`config.mk`:
```
export PLATFORM = sky130hd
export DESIGN_NAME = csa_stream_accum
export DESIGN_NICKNAME = d
export VERILOG_FILES = /design/src/rtl/csa_stream_accum.sv
export SDC_FILE = /design/constraint.sdc
export NUM_CORES = 1
export LEC_CHECK = 0
export BUFFER_PORTS_ARGS = -buffer_cell sky130_fd_sc_hd__buf_4
export CAP_MARGIN = 20
export CORE_ASPECT_RATIO = 1.4
export CORE_MARGIN = 2
export CORE_UTILIZATION = 60
export CTS_BUF_LIST = sky130_fd_sc_hd__clkbuf_8 sky130_fd_sc_hd__clkbuf_16
export DETAILED_ROUTE_END_ITERATION = 10
export PLACE_DENSITY = 0.81
export SETUP_SLACK_MARGIN = 0.2
export SLEW_MARGIN = 20
export SYNTH_ARGS = -nofsm -noshare
export SYNTH_HDL_FRONTEND = slang
export SYNTH_SLANG_ARGS = --single-unit
export TNS_END_PERCENT = 10
```
`constraint.sdc`:
```
create_clock -name clk -period 4.05 [get_ports clk]
set_input_delay 0.81 -clock clk [delete_from_list [all_inputs] [get_ports clk]]
set_output_delay 0.81 -clock clk [all_outputs]
set_load 0.02 [all_outputs]
```
`src/rtl/csa_stream_accum.sv`:
```
// csa_stream_accum: frame accumulator for a valid/ready stream of unsigned
// operands. Beats are summed in carry-save form (S, C) so that the per-beat
// path is a single full-adder layer. The one carry-propagate add is done
// once per frame in the RES state. The frame sum is then held in OUT until
// the consumer takes it.
module csa_stream_accum #(
   parameter int IN_W  = 21,
   parameter int ACC_W = 32,
   parameter int CNT_W = 8
) (
   input  logic             clk,
   input  logic             rst_n,
   input  logic             in_valid,
   output logic             in_ready,
   input  logic [IN_W-1:0]  in_data,
   input  logic             in_last,
   output logic             out_valid,
   input  logic             out_ready,
   output logic [ACC_W-1:0] out_data,
   output logic [CNT_W-1:0] out_count,
   output logic             out_ovf
);

   typedef enum logic [1:0] {
      ACC = 2'd0,
      RES = 2'd1,
      OUT = 2'd2
   } state_t;

   localparam logic [CNT_W-1:0] CNT_MAX = {CNT_W{1'b1}};
   localparam logic [CNT_W-1:0] CNT_ONE = CNT_W'(1);

   // Bitwise majority: the carry vector of a full-adder layer.
   function automatic logic [ACC_W-1:0] maj3(input logic [ACC_W-1:0] a,
                                             input logic [ACC_W-1:0] b,
                                             input logic [ACC_W-1:0] c);
      maj3 = (a & b) | (a & c) | (b & c);
   endfunction

   state_t             state_r;
   logic [ACC_W-1:0]   s_r;
   logic [ACC_W-1:0]   c_r;
   logic [CNT_W-1:0]   cnt_r;
   logic               drop_r;
   logic               in_ready_r;
   logic               out_valid_r;
   logic [ACC_W-1:0]   out_data_r;
   logic [CNT_W-1:0]   out_count_r;
   logic               out_ovf_r;

   logic [ACC_W-1:0]   x_s;
   logic [ACC_W-1:0]   maj_s;
   logic [ACC_W:0]     sum_s;
   logic               accept_s;
   logic               hand_s;

   // Per-beat carry-save terms and the once-per-frame resolving add.
   always_comb begin
      x_s      = {{(ACC_W-IN_W){1'b0}}, in_data};
      maj_s    = maj3(s_r, c_r, x_s);
      sum_s    = {1'b0, s_r} + {1'b0, c_r};
      accept_s = 1'b0;
      hand_s   = 1'b0;
      if (state_r == ACC) begin
         accept_s = in_valid;
      end else if (state_r == OUT) begin
         hand_s = out_ready;
      end else begin
         accept_s = 1'b0;
         hand_s   = 1'b0;
      end
   end

   // Frame FSM, carry-save accumulator and registered result outputs.
   always_ff @(posedge clk) begin
      if (!rst_n) begin
         state_r     <= ACC;
         s_r         <= {ACC_W{1'b0}};
         c_r         <= {ACC_W{1'b0}};
         cnt_r       <= {CNT_W{1'b0}};
         drop_r      <= 1'b0;
         in_ready_r  <= 1'b1;
         out_valid_r <= 1'b0;
         out_data_r  <= {ACC_W{1'b0}};
         out_count_r <= {CNT_W{1'b0}};
         out_ovf_r   <= 1'b0;
      end else begin
         case (state_r)
            ACC: begin
               if (accept_s) begin
                  s_r <= s_r ^ c_r ^ x_s;
                  c_r <= {maj_s[ACC_W-2:0], 1'b0};
                  // The majority MSB would shift out of C: remember it.
                  if (maj_s[ACC_W-1]) begin
                     drop_r <= 1'b1;
                  end
                  if (cnt_r != CNT_MAX) begin
                     cnt_r <= cnt_r + CNT_ONE;
                  end
                  if (in_last) begin
                     state_r    <= RES;
                     in_ready_r <= 1'b0;
                  end
               end
            end
            RES: begin
               out_data_r  <= sum_s[ACC_W-1:0];
               out_ovf_r   <= drop_r | sum_s[ACC_W];
               out_count_r <= cnt_r;
               out_valid_r <= 1'b1;
               state_r     <= OUT;
            end
            OUT: begin
               if (hand_s) begin
                  s_r         <= {ACC_W{1'b0}};
                  c_r         <= {ACC_W{1'b0}};
                  cnt_r       <= {CNT_W{1'b0}};
                  drop_r      <= 1'b0;
                  out_valid_r <= 1'b0;
                  in_ready_r  <= 1'b1;
                  state_r     <= ACC;
               end
            end
            default: begin
               state_r     <= ACC;
               in_ready_r  <= 1'b1;
               out_valid_r <= 1'b0;
            end
         endcase
      end
   end

   assign in_ready  = in_ready_r;
   assign out_valid = out_valid_r;
   assign out_data  = out_data_r;
   assign out_count = out_count_r;
   assign out_ovf   = out_ovf_r;

endmodule

```
## After elaboration in Yosys (flattened, before gate mapping)

Index checks and enable logic that the tools add are counted.

| word-level totals | value |
|---|---|
| register bits | 118 |
| latch bits | 0 |
| RAM bits | 0 |
| memory bits (read-only) | 0 |
| bits of input ports | 26 |
| output and inout port bits | 43 |
| word-level logic and storage cells | 63 |
| memories | 0 |

| operators by class | value |
|---|---|
| $add $sub $neg | 2 |
| multipliers | 0 |
| divide/modulo/power cells | 0 |
| order comparisons | 0 |
| equal/unequal tests | 8 |
| shifts and indexed selects | 0 |
| multiplexer cells | 25 |
| bitwise gates (word level) | 10 |
| reductions and logical operators | 8 |

Operators by type and width:

| operator | count |
|---|---|
| 32-bit one-hot mux with 2 select lines | 2 |
| 32-bit 2-to-1 mux | 3 |
| 32-bit by 21-bit bitwise AND with 32-bit output | 2 |
| 32-bit OR | 2 |
| 32-bit by 32-bit adder with 33-bit output | 1 |
| 32-bit bitwise AND | 1 |
| 32-bit by 21-bit XOR with 32-bit output | 1 |
| 32-bit XOR | 1 |
| 8-bit 2-to-1 mux | 3 |
| 8-bit one-hot mux with 2 select lines | 1 |
| 4-bit AND reduction | 3 |
| 1-bit 2-to-1 mux | 9 |
| 8-bit by 1-bit adder with 8-bit output, second input constant | 1 |
| 2-bit != test, second input constant | 4 |
| 8-bit != test, second input constant | 1 |
| 2-bit 2-to-1 mux | 3 |
| 1-bit one-hot mux with 3 select lines | 2 |
| 2-bit one-hot mux with 3 select lines | 1 |
| 3-bit AND reduction | 2 |
| 2-bit by 1-bit == test with 1-bit output, second input constant | 1 |
| 2-bit == test, second input constant | 1 |
| 2-bit zero test | 1 |
| 2-bit by 1-bit != test with 1-bit output, second input constant | 1 |
| 1-bit inverter | 2 |
| 4 further kinds | 4 |

## Depth between registers and ports, before layout

Gate-level depths: netlist (run 1).

| depth | value |
|---|---|
| word-level depth | 6 |
| gate-level depth with buffers | 9 |
| mapped depth without buffers | 8 |

## Least setup slack after synthesis (run 1)

Ideal clock, no wire load.

| path | value |
|---|---|
| path type | reg-to-reg |
| start point | register s_r[4] |
| end point | register out_data_r[20], in the netlist out_data[20] |
| setup time | 0.128 ns |
| arrival | 2.014 ns |
| required time | 3.922 ns |
| setup slack | 1.909 ns |
| cell stages (with the launch flop) | 9 |
| buffers on the path | 0 |
| path through | dfxtp_1 ha_1 a21o_1 a221o_1 a21oi_2 a21oi_1 a31o_1 xnor2_1 o21ai_1 |

| on the way | value |
|---|---|
| cells in the longest elaborated chain, start to end | 1 |

Ends and longest elaborated chain:

| element | RTL line | RTL |
|---|---|---|
| start: declaration | 41 | `logic [ACC_W-1:0] s_r;` |
| start signal: assignment | 78 | `s_r <= {ACC_W{1'b0}};` |
| start signal: assignment | 91 | `s_r <= s_r ^ c_r ^ x_s;` |
| start signal: assignment | 115 | `s_r <= {ACC_W{1'b0}};` |
| 32-bit by 32-bit adder with 33-bit output | 61 | `sum_s = {1'b0, s_r} + {1'b0, c_r};` |
| end signal: assignment | 84 | `out_data_r <= {ACC_W{1'b0}};` |
| end signal: assignment | 107 | `out_data_r <= sum_s[ACC_W-1:0];` |
| end: declaration | 47 | `logic [ACC_W-1:0] out_data_r;` |

No other way between the ends.
A chain may end at the register's enable or synchronous reset.

## Worst setup path after layout (run 1)

| path | value |
|---|---|
| start point | register s_r[19] |
| end point | register out_data_r[28], in the netlist out_data[28] |

Same word-level chain as after synthesis.

==> metrics, run 1 <==
Bufs and invs on worst path=0; Die Area=11,700 µm²; post-route minimum period=2.53 ns; Final Cell Area=7590 µm²; Post-DP Area=7000 µm²; number of distinct library cells after synthesis=61; register area share after synthesis=35.9%; share of cells above drive strength 1=14.2%; chip width=92.1 µm; top cells by area, synth=dfxtp_1 (36%), a22oi_1 (7.4%), nor2b_1 (6.6%); DRC=0; total CTS buffers=17; CP Class=reg -> reg; synthesized netlist cell count=737; Worst Hold Class=reg -> reg; Core ar.=10,700 µm²; WL per Instance=16.8 µm; die height=127 µm; Crit path largest cell delay=0.50 ns; Initial Utilization=60.9%; final worst slack=1.52 ns; Synth Register Bits=117; vias in the first global route=5,549; Worst slew margin=29.7%; post-CTS setup buffers=0; worst skew pair latency=0.41 ns; mapped cell area=6520 µm²; Post-DRT Antenna Nets=0; Largest delay share family, worst path=simple AND/OR/NAND/NOR gates; r2r startpoint=s_r[19]$_SDFFE_PN0P_; hold path endpoint=out_data[21]$_SDFFE_PN0P_; Final setup viols=0; Synth Area per Inst=8.84 µm²; Total GRT Usage=27.3%; total wire length=15,600 µm; CTS Root Cell=clkbuf_16; area leader, netlist=dfxtp_1; CP Capture Type=register; Synthesized Nets=817; DR vias/cell=6.11; Final Max Tran Viols=0; Final nets=855; deepest clock path buffer count=2; Syn. warnings=0; Critical-path top delay cell=ha_1; fmax=0.396 GHz; Worst Path Required=4.33 ns; Hold Crit Start=out_data[21]$_SDFFE_PN0P_; largest net degree at the start of global routing=97; WHS Path Cells=2; crit-path max FO=11; dominant synthesized flop cell=dfxtp_1; post-DP HPWL=10,700 µm; pre-CTS setup slack=1.59 ns; Pre-antenna DRT Iters=5; Synth top area share=35.9%; Clock Sinks=117; synth-to-layout area growth=16.6%; Rows=45; Non-Filler Instances=929; EDFF count, synth=0; RD Place Congestion=0.935; first-pass GRT wire length=25,900 µm; H-tree depth=4; Layout fillers=834; via count=5,675; CTS resizes=0; Leakage=3.16 nW; Final Skew=0.00631 ns; CP startpoint kind=register; RSZ-0062 raised after global routing=no; grt ovf=0; CTS clk-pin slew, worst paths=0.06 ns; R2R Setup Slk=1.52 ns; CTS tree=yes; Slew @ Worst Pin=1.05 ns; I/O pin cnt=69; outcome=completed; max_cap viols=0; Post-synth ARST share=0%; power density over the cells=400 nW/µm²; placed cell count=897; Final Hold Fails=0; drt first-iter violations=404; Port Buffer Count=68; commonest non-fill, non-tap cell in the layout=dfxtp_1; hold buffer count at CTS=0; initial antenna violation count=0; peak supply drop=0.322 mV; Setup TNS Final=0 ns; commonest cells after routing, fill and taps aside=dfxtp_1 (117), nand2_1 (80), buf_4 (70), nor2b_1 (69), a22oi_1 (64); Tcrit/Tclk final=62.4%; Critical Path AT=2.81 ns; # diodes=0; Worst R2R Path Depth=8; CP cell instances=ha_1, nand4_1, nor4_1, o211ai_1, nand3_1, o21bai_1, xor2_1, o21ai_1; Reg-to-Reg End=out_data[28]$_SDFFE_PN0P_
-- metrics by stage --
stage	power, mW	hold slack, ns	util (%)
finish	3.04	0.459	71.0
global route	3.14	0.482	71.0
CTS	3.05	0.459	71.0
detailed placement	1.54	0.452	65.4
global placement	1.53	0.450	65.4
floorplan	1.46	0.431	-
-- cells by family (layout without fill, tap and decap cells) --
| logic type | Yosys count | count (layout) | synth area share [%] |
|---|---|---|---|
| AOI/OAI and AO/OA | 206 | 206 | 22.0 |
| xor gates and xnor gates | 30 | 30 | 4.03 |
| adders and majority gates | 54 | 54 | 12.7 |
| buffers and inverters | 58 | 109 | 3.86 |
| DFF | 117 | 117 | 35.9 |
| muxes | 5 | 5 | 0.787 |
| and+or+nand+nor | 267 | 267 | 20.7 |
-- synthesized netlist by cell type, types with 4 or more instances --
cell      instances
a21boi_0         10
a21o_1           11
a21oi_1          30
a22oi_1          64
a31oi_1           6
and2_1           11
and3_1            8
buf_2             6
clkbuf_1         39
dfxtp_1         117
fa_1             20
ha_1             34
inv_1             7
mux2i_1           4
nand2_1          80
nand2b_1          5
nand3_1          20
nand4_1          11
nor2_1           39
nor2b_1          69
nor3_1           10
o211a_1           5
o211ai_1          4
o21a_1            4
o21ai_0          17
o21ai_1          23
o22ai_1           5
xnor2_1          15
xor2_1           15
-- cell type report --
class	count	area (µm²)	area share, %
Multi-Input combinational cell	562	3930	51.7
Clock inverter	14	160	2.11
Inverter	7	26.3	0.346
Sequential cell	117	2340	30.8
Clock buffer	18	439	5.78
Tap cell	141	176	2.32
Timing Repair Buffer	70	526	6.92
-- where the power goes --
part | switching (mW) | internal (mW) | leakage [nW] | total [mW]
clock | 0.540 | 0.977 | 0.291 | 1.52
sequential | 0.0357 | 1.19 | 0.948 | 1.22
combinational | 0.176 | 0.123 | 1.92 | 0.299
total | 0.751 | 2.29 | 3.16 | 3.04
-- worst max-delay path by stage --
stage                          from  depth (start not counted)                        end  slack (ns)
2_1_floorplan   s_r[4]$_SDFFE_PN0P_                          8  out_data[20]$_SDFFE_PN0P_        1.91
3_3_place_gp   s_r[19]$_SDFFE_PN0P_                          8  out_data[28]$_SDFFE_PN0P_        1.63
3_5_place_dp   s_r[19]$_SDFFE_PN0P_                          8       out_ovf$_SDFFE_PN0P_        1.59
4_1_cts        s_r[19]$_SDFFE_PN0P_                          8  out_data[28]$_SDFFE_PN0P_        1.56
5_1_grt        s_r[19]$_SDFFE_PN0P_                          8  out_data[28]$_SDFFE_PN0P_        1.34
6_report       s_r[19]$_SDFFE_PN0P_                          8  out_data[28]$_SDFFE_PN0P_        1.52
-- state kept, by name, indices dropped and copies added, names as in the netlist --
name       flops
out_valid      1
cnt_r          8
state_r        2
drop_r         1
s_r           32
out_ovf        1
out_count      8
c_r           31
in_ready       1
out_data      32
-- routing by layer --
metal / vias to the layer above / part of all wire, % / track usage, %
met3: 40 / 4.8 / 5.07
li1: 2701 / - / -
met4: 0 / 2.8 / 11.9
met2: 218 / 51 / 48.2
met5: - / 0 / 0
met1: 2716 / 41 / 32.4
-- worst reg2reg max path: stages, from the launching register on --
cell and delay (ns):
dfxtp_1 0.35, ha_1 0.50, nand4_1 0.31, nor4_1 0.48, o211ai_1 0.20, nand3_1 0.17, o21bai_1 0.11, xor2_1 0.19
o21ai_1 0.08
Power figures use the tool's default switching activity.
==> run 2, diff against run 1 <==
CORE_UTILIZATION = 54   (was 60)
PLACE_DENSITY = 0.77   (was 0.81)
clock period = 2.3 ns   (was 4.05 ns; I/O delays follow)
==> run 2 against run 1 <==
  * Setup slack worse by 1.4 ns
  * Sequential cell count unchanged
  * Register-to-register slack worse by 1.4 ns
  * Clock-buffer cell count is 3 higher
  * Combinational power up 110%
  * Routed wire length is 6.7% higher
  * Cell area grew 9.6%
  * Via count grew 2.3%
  * Largest cell class unchanged
==> metrics, run 2 (synthesis results as in run 1) <==
Clock Sinks=117 (unchanged); first-pass GRT wire length=26,800 µm (+3.5%); RD Place Congestion=0.921 (-1.4%); Slew @ Worst Pin=0.690 ns (-0.364 ns); Total GRT Usage=24.9% (-2.4 points); Final Max Tran Viols=0 (unchanged); CP Class=reg -> reg; R2R Setup Slk=0.11 ns (-1.41 ns); Logic pwr share=11.9% (+2.1 points); CTS clk-pin slew, worst paths=0.06 ns (about the same); CP Capture Type=register; placed cell count=930 (+3.7%); post-route minimum period=2.19 ns (-0.338 ns); Switch Pwr=1.39 mW (+85%); Final Hold Fails=0 (unchanged); CTS Root Cell=clkbuf_16; Port Buffer Count=68 (unchanged); vias in the first global route=5,752 (+3.7%); fmax=0.457 GHz (+15%); commonest non-fill, non-tap cell in the layout=buf_4; Clock Power Share=47.8% (-2.1 points); Die Area=13,000 µm² (+11%); Final nets=898 (+5.0%); Reg-to-Reg End=out_data[24]$_SDFFE_PN0P_; Sequential Power Share=40.3% (about the same); RSZ-0062 raised after global routing=yes; Leakage=3.36 nW (+6.2%); die height=134 µm (+5.2%); Layout fillers=855 (+2.5%); Core ar.=11,800 µm² (+10%); total CTS buffers=17 (unchanged); Rows=47 (+4.4%); Post-DRT Antenna Nets=0 (unchanged); power density over the cells=646 nW/µm² (+61%); via count=5,807 (+2.3%); Worst R2R Path Depth=9 (+1); Int Pwr=3.99 mW (+74%); # diodes=0 (unchanged); synth-to-layout area growth=27.8%; Final setup viols=0 (unchanged); DR vias/cell=5.94 (-2.8%); Final Skew=0.00969 ns (+0.00338 ns); peak supply drop=0.529 mV (+64%); DRC=0 (unchanged); Non-Filler Instances=978 (+5.3%); Setup TNS Final=0 ns (unchanged); switch share=25.8% (+1.1 points); outcome=completed; deepest clock path buffer count=2 (unchanged); Setup crit end=out_data[24]$_SDFFE_PN0P_; grt ovf=0 (unchanged); commonest cells after routing, fill and taps aside=buf_4 (110), dfxtp_1 (96), nand2_1 (79), nor2b_1 (69), a22oi_1 (64); Worst Path Required=2.58 ns (-1.75 ns); max_cap viols=0 (unchanged); chip width=96.8 µm (+5.2%); H-tree depth=4 (unchanged); r2r startpoint=c_r[20]$_SDFFE_PN0P_; Post-DP Area=7250 µm² (+3.7%); largest net degree at the start of global routing=65 (-33%); crit-path max FO=4 (-7); Initial Utilization=55.1% (-5.8 points); WL per Instance=17.0 µm (+1.4%); Pre-antenna DRT Iters=5 (unchanged); Worst Hold Class=in -> reg; Worst slew margin=54.0% (+24 points); worst skew pair latency=0.42 ns (about the same); Tcrit/Tclk final=95.1% (+33 points); Final Cell Area=8330 µm² (+9.6%); Critical Path AT=2.47 ns (-0.34 ns); CTS tree=yes; drt first-iter violations=330 (-18%); total wire length=16,700 µm (+6.7%); CP startpoint kind=register; post-DP HPWL=11,100 µm (+4.3%); initial antenna violation count=0 (unchanged); crit path from=c_r[20]$_SDFFE_PN0P_; share of cells above drive strength 1=26.8% (+13 points); I/O pin cnt=69 (unchanged)
run 2: worst min path at each step:
| stage | startpoint | to | slack, ns | cells after the start |
|---|---|---|---|---|
| after global placement | out_data[23]$_SDFFE_PN0P_ | out_data[23]$_SDFFE_PN0P_ | 0.44 | 2 |
| after global routing | in_last | state_r[0]$_SDFFE_PN0P_ | 0.31 | 2 |
| after floorplan | drop_r$_SDFFE_PN0P_ | drop_r$_SDFFE_PN0P_ | 0.43 | 2 |
| after detailed placement | out_data[30]$_SDFFE_PN0P_ | out_data[30]$_SDFFE_PN0P_ | 0.44 | 2 |
| after CTS | in_last | state_r[0]$_SDFFE_PN0P_ | 0.29 | 2 |
| final | in_last | state_r[0]$_SDFFE_PN0P_ | 0.30 | 2 |
run 2: stage by stage:
stage               hold slack (ns)  total power, mW  util, %  worst slack, ns
floorplan                     0.431             2.57        -            0.209
global placement              0.439             2.74     61.4           0.0520
detailed placement            0.439             2.76     61.4           0.0344
CTS                           0.293             5.33     67.8            0.128
global route                  0.306             5.57     70.4           0.0143
finish                        0.299             5.38     70.4            0.112
run 2: area by class of cell:
type                            count  area, µm²  area share, %
Tap cell                          147        184           2.21
Clock buffer                       21        480           5.77
Inverter                            7       26.3          0.316
Multi-Input combinational cell    562       4280           51.4
Timing Repair Buffer              113        877           10.5
Clock inverter                     11        100           1.20
Sequential cell                   117       2380           28.6
run 2: power groups by stage:
| stage | combinational, mW | sequential, mW | clock (mW) |
|---|---|---|---|
| 2_1_floorplan | 0.372 | 2.20 | 0 |
| 3_3_place_gp | 0.550 | 2.19 | 0 |
| 3_5_place_dp | 0.565 | 2.20 | 0 |
| 4_1_cts | 0.597 | 2.15 | 2.58 |
| 5_1_grt | 0.704 | 2.18 | 2.69 |
| 6_report | 0.641 | 2.17 | 2.57 |
run 2: routing by layer:
layer  track usage [%]  vias up  share of wire, %  wire length, µm
met5                 0        -                 0                0
met4              9.47        0               2.7              450
met3              5.26       38               4.5              756
met2              45.0      155                52             8640
met1              28.8     2826                41             6810
li1                  -     2788                 -                -
run 2: repair_timing:
item	CTS	global route
resized for setup	24	54
endpoints found under the setup margin	21	22
hold buffers	0	0
buffers inserted	10	6
pin swaps	10	26
run 2: critical path, stage by stage (launching register included):
cell      delay [ns]
dfxtp_1         0.36
ha_4            0.31
nand4_1         0.17
buf_4           0.20
nor4_1          0.33
o211ai_1        0.17
nand3_1         0.17
buf_4           0.14
xnor2_2         0.12
o21ai_1         0.07
